## src/rtl/alu_issue_if.sv

```systemverilog
// Upstream request and downstream writeback handshakes of the ALU issue stage.
// master = producer of requests / consumer of results; slave = the stage itself.
interface alu_issue_if;
  logic        in_valid;
  logic        in_ready;
  logic [1:0]  in_aluop;
  logic [5:0]  in_funct;
  logic [31:0] in_a;
  logic [31:0] in_b;
  logic [4:0]  in_tag;

  logic        out_valid;
  logic        out_ready;
  logic [31:0] out_result;
  logic        out_zero;
  logic        out_overflow;
  logic        out_illegal;
  logic        out_trap;
  logic [4:0]  out_tag;

  modport master (
    output in_valid, in_aluop, in_funct, in_a, in_b, in_tag, out_ready,
    input  in_ready, out_valid, out_result, out_zero, out_overflow,
           out_illegal, out_trap, out_tag
  );

  modport slave (
    input  in_valid, in_aluop, in_funct, in_a, in_b, in_tag, out_ready,
    output in_ready, out_valid, out_result, out_zero, out_overflow,
           out_illegal, out_trap, out_tag
  );
endinterface

```

## src/rtl/alu_issue_stage.sv

```systemverilog
// Issue/capture stage around a combinational 32-bit ALU: decode, execute, hold result.
// Optional build macro ALU_ISSUE_TRAP_EN enables the signed add/sub overflow trap.
module alu_issue_stage #(
  parameter int CNT_W = 16
) (
  input  logic             clk,
  input  logic             rst_n,
  alu_issue_if.slave       bus,
  output logic [31:0]      alu_a_in,
  output logic [31:0]      alu_b_in,
  output logic [3:0]       alu_op,
  input  logic [31:0]      alu_result,
  input  logic             alu_zero,
  input  logic             alu_overflow,
  output logic [CNT_W-1:0] ovf_count
);

  typedef enum logic [1:0] {
    ST_IDLE = 2'b00,
    ST_EXEC = 2'b01,
    ST_DONE = 2'b10
  } state_e;

  localparam logic [3:0] OP_AND = 4'b0000;
  localparam logic [3:0] OP_OR  = 4'b0001;
  localparam logic [3:0] OP_ADD = 4'b0010;
  localparam logic [3:0] OP_SUB = 4'b0110;
  localparam logic [3:0] OP_SLT = 4'b0111;
  localparam logic [3:0] OP_NOR = 4'b1100;

  state_e r_state;
  state_e w_state_nxt;

  logic       w_in_ready;
  logic       w_out_valid;
  logic       w_accept;
  logic       w_capture;

  logic [3:0] w_dec_op;
  logic       w_dec_illegal;

  logic [31:0] r_alu_a;
  logic [31:0] r_alu_b;
  logic [3:0]  r_alu_op;
  logic [4:0]  r_tag;
  logic        r_illegal;

  logic        w_ovf_masked;
  logic        w_trap;
  logic [4:0]  w_tag_cap;

  logic [31:0]      r_out_result;
  logic             r_out_zero;
  logic             r_out_overflow;
  logic             r_out_illegal;
  logic             r_out_trap;
  logic [4:0]       r_out_tag;
  logic [CNT_W-1:0] r_ovf_count;

  // NOTE: every signal written in an always_comb gets a default first, so no path
  // through the case statements can leave it unassigned and infer a latch.
  always_comb begin
    w_dec_op      = OP_AND;
    w_dec_illegal = 1'b0;
    case (bus.in_aluop)
      2'b00: w_dec_op = OP_ADD;
      2'b01: w_dec_op = OP_SUB;
      2'b10: begin
        case (bus.in_funct)
          6'b100000, 6'b100001: w_dec_op = OP_ADD;
          6'b100010, 6'b100011: w_dec_op = OP_SUB;
          6'b100100:            w_dec_op = OP_AND;
          6'b100101:            w_dec_op = OP_OR;
          6'b100111:            w_dec_op = OP_NOR;
          6'b101010:            w_dec_op = OP_SLT;
          default:              w_dec_illegal = 1'b1;
        endcase
      end
      default: w_dec_illegal = 1'b1;
    endcase
  end

  // NOTE: sequential state uses non-blocking assignments so every register samples
  // the pre-edge values of the others regardless of process evaluation order.
  always_ff @(posedge clk or negedge rst_n) begin
    if (!rst_n) begin
      r_state <= ST_IDLE;
    end else begin
      r_state <= w_state_nxt;
    end
  end

  always_comb begin
    w_state_nxt = r_state;
    case (r_state)
      ST_IDLE: if (bus.in_valid)  w_state_nxt = ST_EXEC;
      ST_EXEC:                    w_state_nxt = ST_DONE;
      ST_DONE: if (bus.out_ready) w_state_nxt = ST_IDLE;
      default:                    w_state_nxt = ST_IDLE;
    endcase
  end

  always_comb begin
    w_in_ready  = 1'b0;
    w_out_valid = 1'b0;
    w_capture   = 1'b0;
    case (r_state)
      ST_IDLE: w_in_ready  = 1'b1;
      ST_EXEC: w_capture   = 1'b1;
      ST_DONE: w_out_valid = 1'b1;
      default: ;
    endcase
    w_accept = w_in_ready & bus.in_valid;
  end

  // Operands and opcode only change on acceptance, so the ALU sees them stable in EXEC.
  always_ff @(posedge clk or negedge rst_n) begin
    if (!rst_n) begin
      r_alu_a   <= '0;
      r_alu_b   <= '0;
      r_alu_op  <= OP_AND;
      r_tag     <= '0;
      r_illegal <= 1'b0;
    end else if (w_accept) begin
      r_alu_a   <= bus.in_a;
      r_alu_b   <= bus.in_b;
      r_alu_op  <= w_dec_op;
      r_tag     <= bus.in_tag;
      r_illegal <= w_dec_illegal;
    end
  end

  // The ALU flags overflow for any op; only add/sub overflow is architecturally meaningful.
  assign w_ovf_masked = alu_overflow & ~r_illegal &
                        ((r_alu_op == OP_ADD) | (r_alu_op == OP_SUB));

`ifdef ALU_ISSUE_TRAP_EN
  logic w_dec_signed;
  logic r_signed;

  // Only add/sub (not addu/subu, not ALUOp 00/01) can trap.
  assign w_dec_signed = (bus.in_aluop == 2'b10) &
                        ((bus.in_funct == 6'b100000) | (bus.in_funct == 6'b100010));

  always_ff @(posedge clk or negedge rst_n) begin
    if (!rst_n) begin
      r_signed <= 1'b0;
    end else if (w_accept) begin
      r_signed <= w_dec_signed;
    end
  end

  // A trapping op writes register 0, which squashes the architectural write.
  assign w_trap    = w_ovf_masked & r_signed;
  assign w_tag_cap = w_trap ? 5'd0 : r_tag;
`else
  assign w_trap    = 1'b0;
  assign w_tag_cap = r_tag;
`endif

  always_ff @(posedge clk or negedge rst_n) begin
    if (!rst_n) begin
      r_out_result   <= '0;
      r_out_zero     <= 1'b0;
      r_out_overflow <= 1'b0;
      r_out_illegal  <= 1'b0;
      r_out_trap     <= 1'b0;
      r_out_tag      <= '0;
    end else if (w_capture) begin
      r_out_result   <= alu_result;
      r_out_zero     <= alu_zero;
      r_out_overflow <= w_ovf_masked;
      r_out_illegal  <= r_illegal;
      r_out_trap     <= w_trap;
      r_out_tag      <= w_tag_cap;
    end
  end

  always_ff @(posedge clk or negedge rst_n) begin
    if (!rst_n) begin
      r_ovf_count <= '0;
    end else if (w_capture && w_ovf_masked && (r_ovf_count != '1)) begin
      r_ovf_count <= r_ovf_count + CNT_W'(1);
    end
  end

  assign bus.in_ready     = w_in_ready;
  assign bus.out_valid    = w_out_valid;
  assign bus.out_result   = r_out_result;
  assign bus.out_zero     = r_out_zero;
  assign bus.out_overflow = r_out_overflow;
  assign bus.out_illegal  = r_out_illegal;
  assign bus.out_trap     = r_out_trap;
  assign bus.out_tag      = r_out_tag;

  assign alu_a_in  = r_alu_a;
  assign alu_b_in  = r_alu_b;
  assign alu_op    = r_alu_op;
  assign ovf_count = r_ovf_count;

endmodule

```

## src/flat_wrapper.sv

```systemverilog
// flat-port wrapper written by rule: the top's interface ports become plain ports
module alu_issue_stage_flat 
#(
  parameter int CNT_W = 16
)
  (clk, rst_n, alu_a_in, alu_b_in, alu_op, alu_result, alu_zero, alu_overflow, ovf_count, bus_in_valid, bus_in_aluop, bus_in_funct, bus_in_a, bus_in_b, bus_in_tag, bus_out_ready, bus_in_ready, bus_out_valid, bus_out_result, bus_out_zero, bus_out_overflow, bus_out_illegal, bus_out_trap, bus_out_tag);
  alu_issue_if bus_i ();
  input  logic clk;
  input  logic rst_n;
  output logic [31:0] alu_a_in;
  output logic [31:0] alu_b_in;
  output logic [3:0] alu_op;
  input  logic [31:0] alu_result;
  input  logic alu_zero;
  input  logic alu_overflow;
  output logic [CNT_W-1:0] ovf_count;
  input wire logic [$bits(bus_i.in_valid)-1:0] bus_in_valid;
  input wire logic [$bits(bus_i.in_aluop)-1:0] bus_in_aluop;
  input wire logic [$bits(bus_i.in_funct)-1:0] bus_in_funct;
  input wire logic [$bits(bus_i.in_a)-1:0] bus_in_a;
  input wire logic [$bits(bus_i.in_b)-1:0] bus_in_b;
  input wire logic [$bits(bus_i.in_tag)-1:0] bus_in_tag;
  input wire logic [$bits(bus_i.out_ready)-1:0] bus_out_ready;
  output wire logic [$bits(bus_i.in_ready)-1:0] bus_in_ready;
  output wire logic [$bits(bus_i.out_valid)-1:0] bus_out_valid;
  output wire logic [$bits(bus_i.out_result)-1:0] bus_out_result;
  output wire logic [$bits(bus_i.out_zero)-1:0] bus_out_zero;
  output wire logic [$bits(bus_i.out_overflow)-1:0] bus_out_overflow;
  output wire logic [$bits(bus_i.out_illegal)-1:0] bus_out_illegal;
  output wire logic [$bits(bus_i.out_trap)-1:0] bus_out_trap;
  output wire logic [$bits(bus_i.out_tag)-1:0] bus_out_tag;
  assign bus_i.in_valid = bus_in_valid;
  assign bus_i.in_aluop = bus_in_aluop;
  assign bus_i.in_funct = bus_in_funct;
  assign bus_i.in_a = bus_in_a;
  assign bus_i.in_b = bus_in_b;
  assign bus_i.in_tag = bus_in_tag;
  assign bus_i.out_ready = bus_out_ready;
  assign bus_in_ready = bus_i.in_ready;
  assign bus_out_valid = bus_i.out_valid;
  assign bus_out_result = bus_i.out_result;
  assign bus_out_zero = bus_i.out_zero;
  assign bus_out_overflow = bus_i.out_overflow;
  assign bus_out_illegal = bus_i.out_illegal;
  assign bus_out_trap = bus_i.out_trap;
  assign bus_out_tag = bus_i.out_tag;
  alu_issue_stage #(.CNT_W(CNT_W)) u_core (.clk(clk), .rst_n(rst_n), .bus(bus_i), .alu_a_in(alu_a_in), .alu_b_in(alu_b_in), .alu_op(alu_op), .alu_result(alu_result), .alu_zero(alu_zero), .alu_overflow(alu_overflow), .ovf_count(ovf_count));
endmodule
```

## config.mk

```make
export PLATFORM = sky130hd
export DESIGN_NAME = alu_issue_stage_flat
export DESIGN_NICKNAME = d
export VERILOG_FILES = /design/src/rtl/alu_issue_if.sv /design/src/rtl/alu_issue_stage.sv /design/src/flat_wrapper.sv
export SDC_FILE = /design/constraint.sdc
export NUM_CORES = 1
export LEC_CHECK = 0
export CORE_ASPECT_RATIO = 0.9
export CORE_MARGIN = 10
export CORE_UTILIZATION = 25
export DETAILED_ROUTE_END_ITERATION = 12
export PLACE_DENSITY_LB_ADDON = 0.15
export SETUP_SLACK_MARGIN = 0.4
export SYNTH_ARGS = -nofsm -noshare
export SYNTH_HDL_FRONTEND = slang
export SYNTH_SLANG_ARGS = --single-unit
```

## constraint.sdc

```tcl
create_clock -name clk -period 2.3 [get_ports clk]
set_clock_uncertainty 0.15 [all_clocks]
set_input_delay 0.23 -clock clk [delete_from_list [all_inputs] [get_ports clk]]
set_output_delay 0.23 -clock clk [all_outputs]
set_load 0.05 [all_outputs]
```

==> qor.tcl, run 1 <==
set qor(floorplan.die.width_um) 173.2
set qor(worstReg2RegStart) {u_core.ovf_count[11]}
set qor(synth_top_area_share_pct) 62.56
set qor(reg2reg_to) {u_core.ovf_count[1]}
set qor(netlist-cell-type-count) 39
set qor(worst_path_largest_cell_delay_ns) 0.41
set qor(via_per_inst) 4.067
set qor(post-route-util_pct) 41.08
set qor(slew-limit-headroom_pct) 60.05
set qor(num_antenna_cells) 0
set qor(finalSetupViolations) 0
set qor(via_count) 4559
set qor(globalplace.congestion) 0.7166
set qor(cts_num_sinks) 132
set qor(worst_ep_required_time_ns) 2.45
set qor(final_nets) 938
set qor(clk-insertion-delay-late_ns) 0.41
set qor(min_period_ns) 1.813
set qor(critPathMaxFanout) 7
set qor(ioPinCount) 242
set qor(port_buffers) 240
set qor(crit_type) {reg -> reg}
set qor(synth_top_cells_by_count) {sky130_fd_sc_hd__nand2_1 (337), sky130_fd_sc_hd__dfrtp_1 (132), sky130_fd_sc_hd__clkbuf_1 (15)}
set qor(design.core.area_um2) 20770
set qor(floorplan.initialDensity_pct) 25.42
set qor(critPathArrivalTime_ns) 1.96
set qor(cellLeakagePower_nw) 4.398
set qor(final_max_slew_viol_count) 0
set qor(post-dp-hpwl_um) 12730
set qor(maxClockFrequency_ghz) 0.5517
set qor(drive_above_1_share_pct) 9.102
set qor(synth.yosys.warnings) 0
set qor(detail_route.wirelength_um) 17600
set qor(asyncSetResetFlopFracSynth_pct) 100.0
set qor(die_ht_um) 157.9
set qor(worst_setup_path_start_kind) {flop}
set qor(run_status) {complete, no violations}
set qor(worst_r2r_path_depth) 5
set qor(areaGrowthSynthToFinish_pct) 61.61
set qor(number_of_enable_type_register_cells_in_the_synthesized_netlist) 0
set qor(setup_total_negative_slack_ns) 0
set qor(cts_htree_levels) 4
set qor(detailedRoute.firstPassIterationCount) 4
set qor(endpoint_kind) {flop}
set qor(synth_ff_type) {sky130_fd_sc_hd__dfrtp_1}
set qor(first_pass_grt_wire_length_um) 27900
set qor(power_density_nw_per_um2) 1529
set qor(clock-root-buffer) {sky130_fd_sc_hd__clkbuf_16}
set qor(drc) 0
set qor(synthesis.area_per_instance_um2) 9.104
set qor(worst_pin_slew_ns) 0.6016
set qor(placement_rows) 50
set qor(yosysMostFrequentCell) {sky130_fd_sc_hd__nand2_1}
set qor(tritoncts) {built}
set qor(numCtsBuffers) 17
set qor(global_route.overflow_total) 0
set qor(syn_inst) 580
set qor(via_count_of_the_first_global_routing_pass) 4790
set qor(crit_path_cell_trace) {nand4_1 -> nor4_4 -> buf_4 -> nor2_2 -> mux2_2}
set qor(clkTransAtPathRegs_ns) 0.06
set qor(gr-usage-all-layers_pct) 13.03
set qor(report.final.hold_viol_count) 0
set qor(reg2reg_slack_ns) 0.49
set qor(fin_crit_sh_pct) 78.81
set qor(synth_area_leader_cell) {sky130_fd_sc_hd__dfrtp_1}
set qor(yosys-top-cells-area) {sky130_fd_sc_hd__dfrtp_1 (63%), sky130_fd_sc_hd__nand2_1 (24%), sky130_fd_sc_hd__xor2_1 (1.8%)}
set qor(filler_cell_count) 2170
set qor(seq_area_frac_synth_pct) 62.56
set qor(timing.max_cap.violations) 0
set qor(drt_first_iter_violations) 248
set qor(number_of_flip_flops_and_latches_in_the_synthesized_netlist) 132
set qor(synth_fp_nets) 696
set qor(critPathSlowestCell) {sky130_fd_sc_hd__dfrtp_2}
set qor(maximum_vdd_ir_drop_mv) 0.6214
set qor(antenna_found_initial) 0
set qor(floorplan.die_area_um2) 27340
set qor(wl_per_cell_um) 15.70
set qor(synth_area_um2) 5280
set qor(cts_max_path_buffers) 2
set qor(holdCritPathClass) {in -> async}
set qor(rsz0062_at_grt) {yes}
set qor(maximum_number_of_pins_on_one_net_before_global_route_repair) 75
set qor(antenna_left) 0
==> what timing repair did <==
action                                 in CTS  in global routing
setup buffers                               0                  1
endpoints found under the hold margin     132                  0
gates resized for setup                   129                  7
pin swaps                                   0                  1
setup endpoints to repair                 135                 11
hold buffers                                1                  0
==> layout make-up <==
class	instances	area [um2]	area share (%)
timing repair buffer	250	2397	28.09
tap	286	357.8	4.194
inverter	8	30.03	0.3519
sequential	132	3321	38.91
multi-input combinational	413	1892	22.17
clock inverter	13	102.6	1.202
clock buffer	19	432.9	5.073
==> worst max-delay path by stage <==
stage,from,end,cells after the start
3_5_place_dp,alu_overflow,u_core.ovf_count[7],6
4_1_cts,u_core.r_state[0],bus_out_valid,3
3_3_place_gp,alu_overflow,u_core.ovf_count[3],6
2_1_floorplan,u_core.ovf_count[0],u_core.ovf_count[12],5
6_report,u_core.ovf_count[11],u_core.ovf_count[1],5
5_1_grt,u_core.r_state[1],u_core.ovf_count[9],4
==> report_power, final <==
group / total, mW / internal [mW] / switching [mW]
clock network: 2.49 / 1.39 / 1.10
registers: 3.82 / 3.31 / 0.509
logic: 6.74 / 1.69 / 5.04
==> registers in the layout (all words and copies together), names as in the netlist <==
| name | flops |
|---|---|
| u_core.ovf_count | 16 |
| u_core.bus.out_zero | 1 |
| u_core.bus.out_result | 32 |
| u_core.bus.out_overflow | 1 |
| u_core.bus.out_tag | 5 |
| u_core.r_state | 2 |
| u_core.alu_op | 4 |
| u_core.r_tag | 5 |
| u_core.alu_b_in | 32 |
| u_core.r_illegal | 1 |
| u_core.bus.out_illegal | 1 |
| u_core.alu_a_in | 32 |
==> per-layer routing <==
layer / vias to the layer above / GRT usage [%] / share of wire (%)
met5: - / 0 / 0
met4: 0 / 3.692 / 0.99
met3: 13 / 7.502 / 11
met2: 165 / 19.31 / 43
met1: 2093 / 15.81 / 45
li1: 2288 / - / -
==> metrics by stage <==
step                instance area (um2)  cells  total power, mW  setup WS, ns  hold WS (ns)
floorplan                          5316    580            8.513        0.3809       -0.2156
global placement                   8113   1087            11.40        0.3292      -0.06935
detailed placement                 8113   1087            11.41        0.2572      -0.06892
CTS                                8508   1120            13.30        0.2547       0.05920
global route                       8533   1121            13.86        0.3907       0.06758
finish                             8533   1121            13.04        0.4874       0.06805
==> placed cells by master (no fill, tap or decap), drive strengths merged, types with 2 or more instances in the layout <==
| cell type | n |
|---|---|
| clkdlybuf4s50 | 113 |
| xnor2 | 2 |
| mux2i | 2 |
| and2 | 2 |
| nand2b | 2 |
| nand4 | 5 |
| a21oi | 2 |
| nor2 | 7 |
| inv | 12 |
| dlygate4sd2 | 124 |
| nor2b | 2 |
| nand3 | 5 |
| xor2 | 11 |
| buf | 10 |
| clkbuf | 20 |
| nor3b | 3 |
| clkinv | 3 |
| dfrtp | 132 |
| nor4 | 6 |
| nand2 | 337 |
| clkinvlp | 6 |
| mux2 | 2 |
| nor3 | 8 |
| o21ai | 3 |
==> worst max-delay path, delay by kind of cell (launching register included) <==
family | cells | cell delay (ns)
buffers and inverters | 1 | 0.20
flip-flops | 1 | 0.41
multiplexers | 1 | 0.27
AND/OR/NAND/NOR | 3 | 0.68
==> logic make-up (layout without fill, tap and decap cells) <==
| logic type | Yosys count | after routing | synth area share [%] |
|---|---|---|---|
| AO/OA/AOI/OAI | 11 | 11 | 1.375 |
| XOR/XNOR | 13 | 13 | 2.156 |
| adder cells (fa/ha/maj) | 1 | 1 | 0.2369 |
| buffers and inverters | 35 | 290 | 2.701 |
| flip-flops | 132 | 132 | 62.56 |
| multiplexers | 4 | 4 | 0.8057 |
| other | 1 | 1 | 0.07102 |
| AND/OR/NAND/NOR | 383 | 383 | 30.09 |
Note: power is estimated with default switching activity, not from simulation.
==> run 2: changes to the inputs <==
==> constraint.sdc (replaced) <==
create_clock -name clk -period 1.7 [get_ports clk]
set_clock_uncertainty 0.15 [all_clocks]
set_input_delay 0.17 -clock clk [delete_from_list [all_inputs] [get_ports clk]]
set_output_delay 0.17 -clock clk [all_outputs]
set_load 0.05 [all_outputs]
==> qor.tcl, run 2 (synthesis results as in run 1) <==
set qor(run_status) {finished with violations}
set qor(failed_checks) {setup timing}
set qor(via_per_inst) 4.271
set qor(critPathMaxFanout) 2
set qor(floorplan.die_area_um2) 27340
set qor(fin_crit_sh_pct) 101.3
set qor(drt_first_iter_violations) 257
set qor(cts_max_path_buffers) 2
set qor(final_nets) 1130
set qor(port_buffers) 240
set qor(worst_setup_path_start_kind) {flop}
set qor(whs_ns) 0.09049
set qor(antenna_found_initial) 0
set qor(clkTransAtPathRegs_ns) 0.07
set qor(layout.cells.most_common_list) {sky130_fd_sc_hd__nand2_2 (152), sky130_fd_sc_hd__buf_6 (142), sky130_fd_sc_hd__nand2_1 (127), sky130_fd_sc_hd__clkdlybuf4s50_1 (113), sky130_fd_sc_hd__dfrtp_1 (112)}
set qor(final_max_slew_viol_count) 0
set qor(drc) 0
set qor(worstReg2RegStart) {u_core.alu_op[3]}
set qor(gr-usage-all-layers_pct) 15.44
set qor(critPathArrivalTime_ns) 1.88
set qor(min_period_ns) 1.723
set qor(cellLeakagePower_nw) 6.127
set qor(global_route.overflow_total) 0
set qor(portion_of_total_power_attributed_to_combinational_logic_pct) 62.9
set qor(first_pass_grt_wire_length_um) 32890
set qor(ioPinCount) 242
set qor(via_count_of_the_first_global_routing_pass) 5592
set qor(design.core.area_um2) 20770
set qor(p_int_mw) 14.41
set qor(num_antenna_cells) 0
set qor(detail_route.wirelength_um) 23650
set qor(crit_type) {reg -> reg}
set qor(reg2reg_slack_ns) -0.02
set qor(tritoncts) {built}
set qor(clk-insertion-delay-late_ns) 0.42
set qor(fin_total_pwr_mw) 25.96
set qor(post-route-util_pct) 60.17
set qor(reg2reg_to) {u_core.ovf_count[15]}
set qor(cts_num_sinks) 132
set qor(endpoint_kind) {flop}
set qor(via_count) 5608
set qor(areaGrowthSynthToFinish_pct) 136.7
set qor(holdCritPathClass) {in -> async}
set qor(power_frac_clock_pct) 15.3
set qor(fin_ws_ns) -0.02256
set qor(report.final.hold_viol_count) 0
set qor(antenna_left) 0
set qor(detailedRoute.firstPassIterationCount) 4
set qor(wl_per_cell_um) 18.01
set qor(filler_cell_count) 1728
set qor(finalSetupViolations) 1
set qor(timing.max_cap.violations) 0
set qor(drive_above_1_share_pct) 61.05
set qor(net_switching_component_of_the_power_mw) 11.55
set qor(maximum_vdd_ir_drop_mv) 1.310
set qor(die_ht_um) 157.9
set qor(worst_setup_slack_before_clock_tree_synthesis_ns) -0.2114
set qor(worst_ep_required_time_ns) 1.86
set qor(floorplan.die.width_um) 173.2
set qor(placedCellCount) 1118
set qor(maximum_number_of_pins_on_one_net_before_global_route_repair) 41
set qor(worst_r2r_path_depth) 4
set qor(rsz0062_at_grt) {yes}
set qor(clock-root-buffer) {sky130_fd_sc_hd__clkbuf_16}
set qor(most_frequent_standard_cell_in_the_layout_excluding_fill_and_tap_cells) {sky130_fd_sc_hd__nand2_2}
set qor(power.share.sequential_pct) 21.7
set qor(globalplace.congestion) 0.7390
set qor(final_cell_count_no_fill) 1313
set qor(maxClockFrequency_ghz) 0.5805
set qor(post-dp-hpwl_um) 13250
set qor(p_sw_share_pct) 44.48
set qor(power_density_nw_per_um2) 2077
set qor(placement_rows) 50
set qor(floorplan.initialDensity_pct) 25.42
set qor(cts_htree_levels) 4
set qor(numCtsBuffers) 17
## run 2: changes by cell type in the layout (fill, tap and decap cells not counted), sizes merged
cell	change
buf	+311
bufinv	+4
clkbuf	+7
clkdlybuf4s15	-1
clkinv	+2
clkinvlp	-4
dlygate4sd2	-124
inv	-3
## run 2: how the worst max path moves through the flow
stage                         start                    to  slack, ns  depth (start not counted)
2_1_floorplan  u_core.ovf_count[11]   u_core.ovf_count[1]      -0.15                          4
3_3_place_gp           alu_overflow  u_core.ovf_count[15]      -0.22                          5
3_5_place_dp           alu_overflow  u_core.ovf_count[15]      -0.21                          5
4_1_cts            u_core.r_illegal  u_core.ovf_count[15]      -0.01                          4
5_1_grt            u_core.alu_op[0]  u_core.ovf_count[15]      -0.11                          4
6_report           u_core.alu_op[3]  u_core.ovf_count[15]      -0.02                          4
## run 2: power groups by stage
stage                     sequential (mW)  clock (mW)  combinational, mW
final                                5.64        3.97               16.3
after global routing                 5.79        4.24               17.1
after CTS                            5.44        4.07               13.4
after detailed placement             5.23           0               10.1
after global placement               5.20           0               10.1
after floorplan                      9.58           0               2.16
## run 2: per-stage QoR
stage | cell area (um2) | setup TNS (ns)
floorplan | 5487 | -1.119
global placement | 8105 | -1.547
detailed placement | 8105 | -1.724
CTS | 10840 | -0.01243
global route | 12500 | -0.4672
finish | 12500 | -0.02256
## run 2: area by class of cell
class | count | area [um2] | area share (%)
flip-flops and latches | 132 | 3328 | 26.63
well taps | 286 | 357.8 | 2.863
clock inverters | 12 | 180.2 | 1.442
repair buffers | 442 | 5218 | 41.75
inverters | 8 | 40.04 | 0.3204
clock buffers | 20 | 446.7 | 3.574
multi-input cells | 413 | 2927 | 23.42
## run 2: worst max-delay path, cell delays in order, from the launching register on
cell                       delay, ns
sky130_fd_sc_hd__dfrtp_2        0.41
sky130_fd_sc_hd__and4bb_2       0.33
sky130_fd_sc_hd__nand4_1        0.15
sky130_fd_sc_hd__nor4_2         0.21
sky130_fd_sc_hd__mux2_2         0.36
## run 2: layer usage
layer / global-route usage, % / share of wire, % / vias to the layer above / wire [um]
li1: - / - / 2688 / -
met1: 17.98 / 41 / 2728 / 9584
met2: 25.24 / 50 / 177 / 11870
met3: 7.359 / 8.4 / 15 / 1985
met4: 3.856 / 0.88 / 0 / 209
met5: 0 / 0 / - / 0
## run 2: repair_timing
action | 4_1_cts | 5_1_grt
hold endpoints to repair | 132 | 0
hold buffers | 1 | 0
setup buffers | 62 | 69
pin swaps | 154 | 140
gates cloned | 18 | 13
resized for setup | 300 | 245
setup endpoints to repair | 257 | 257
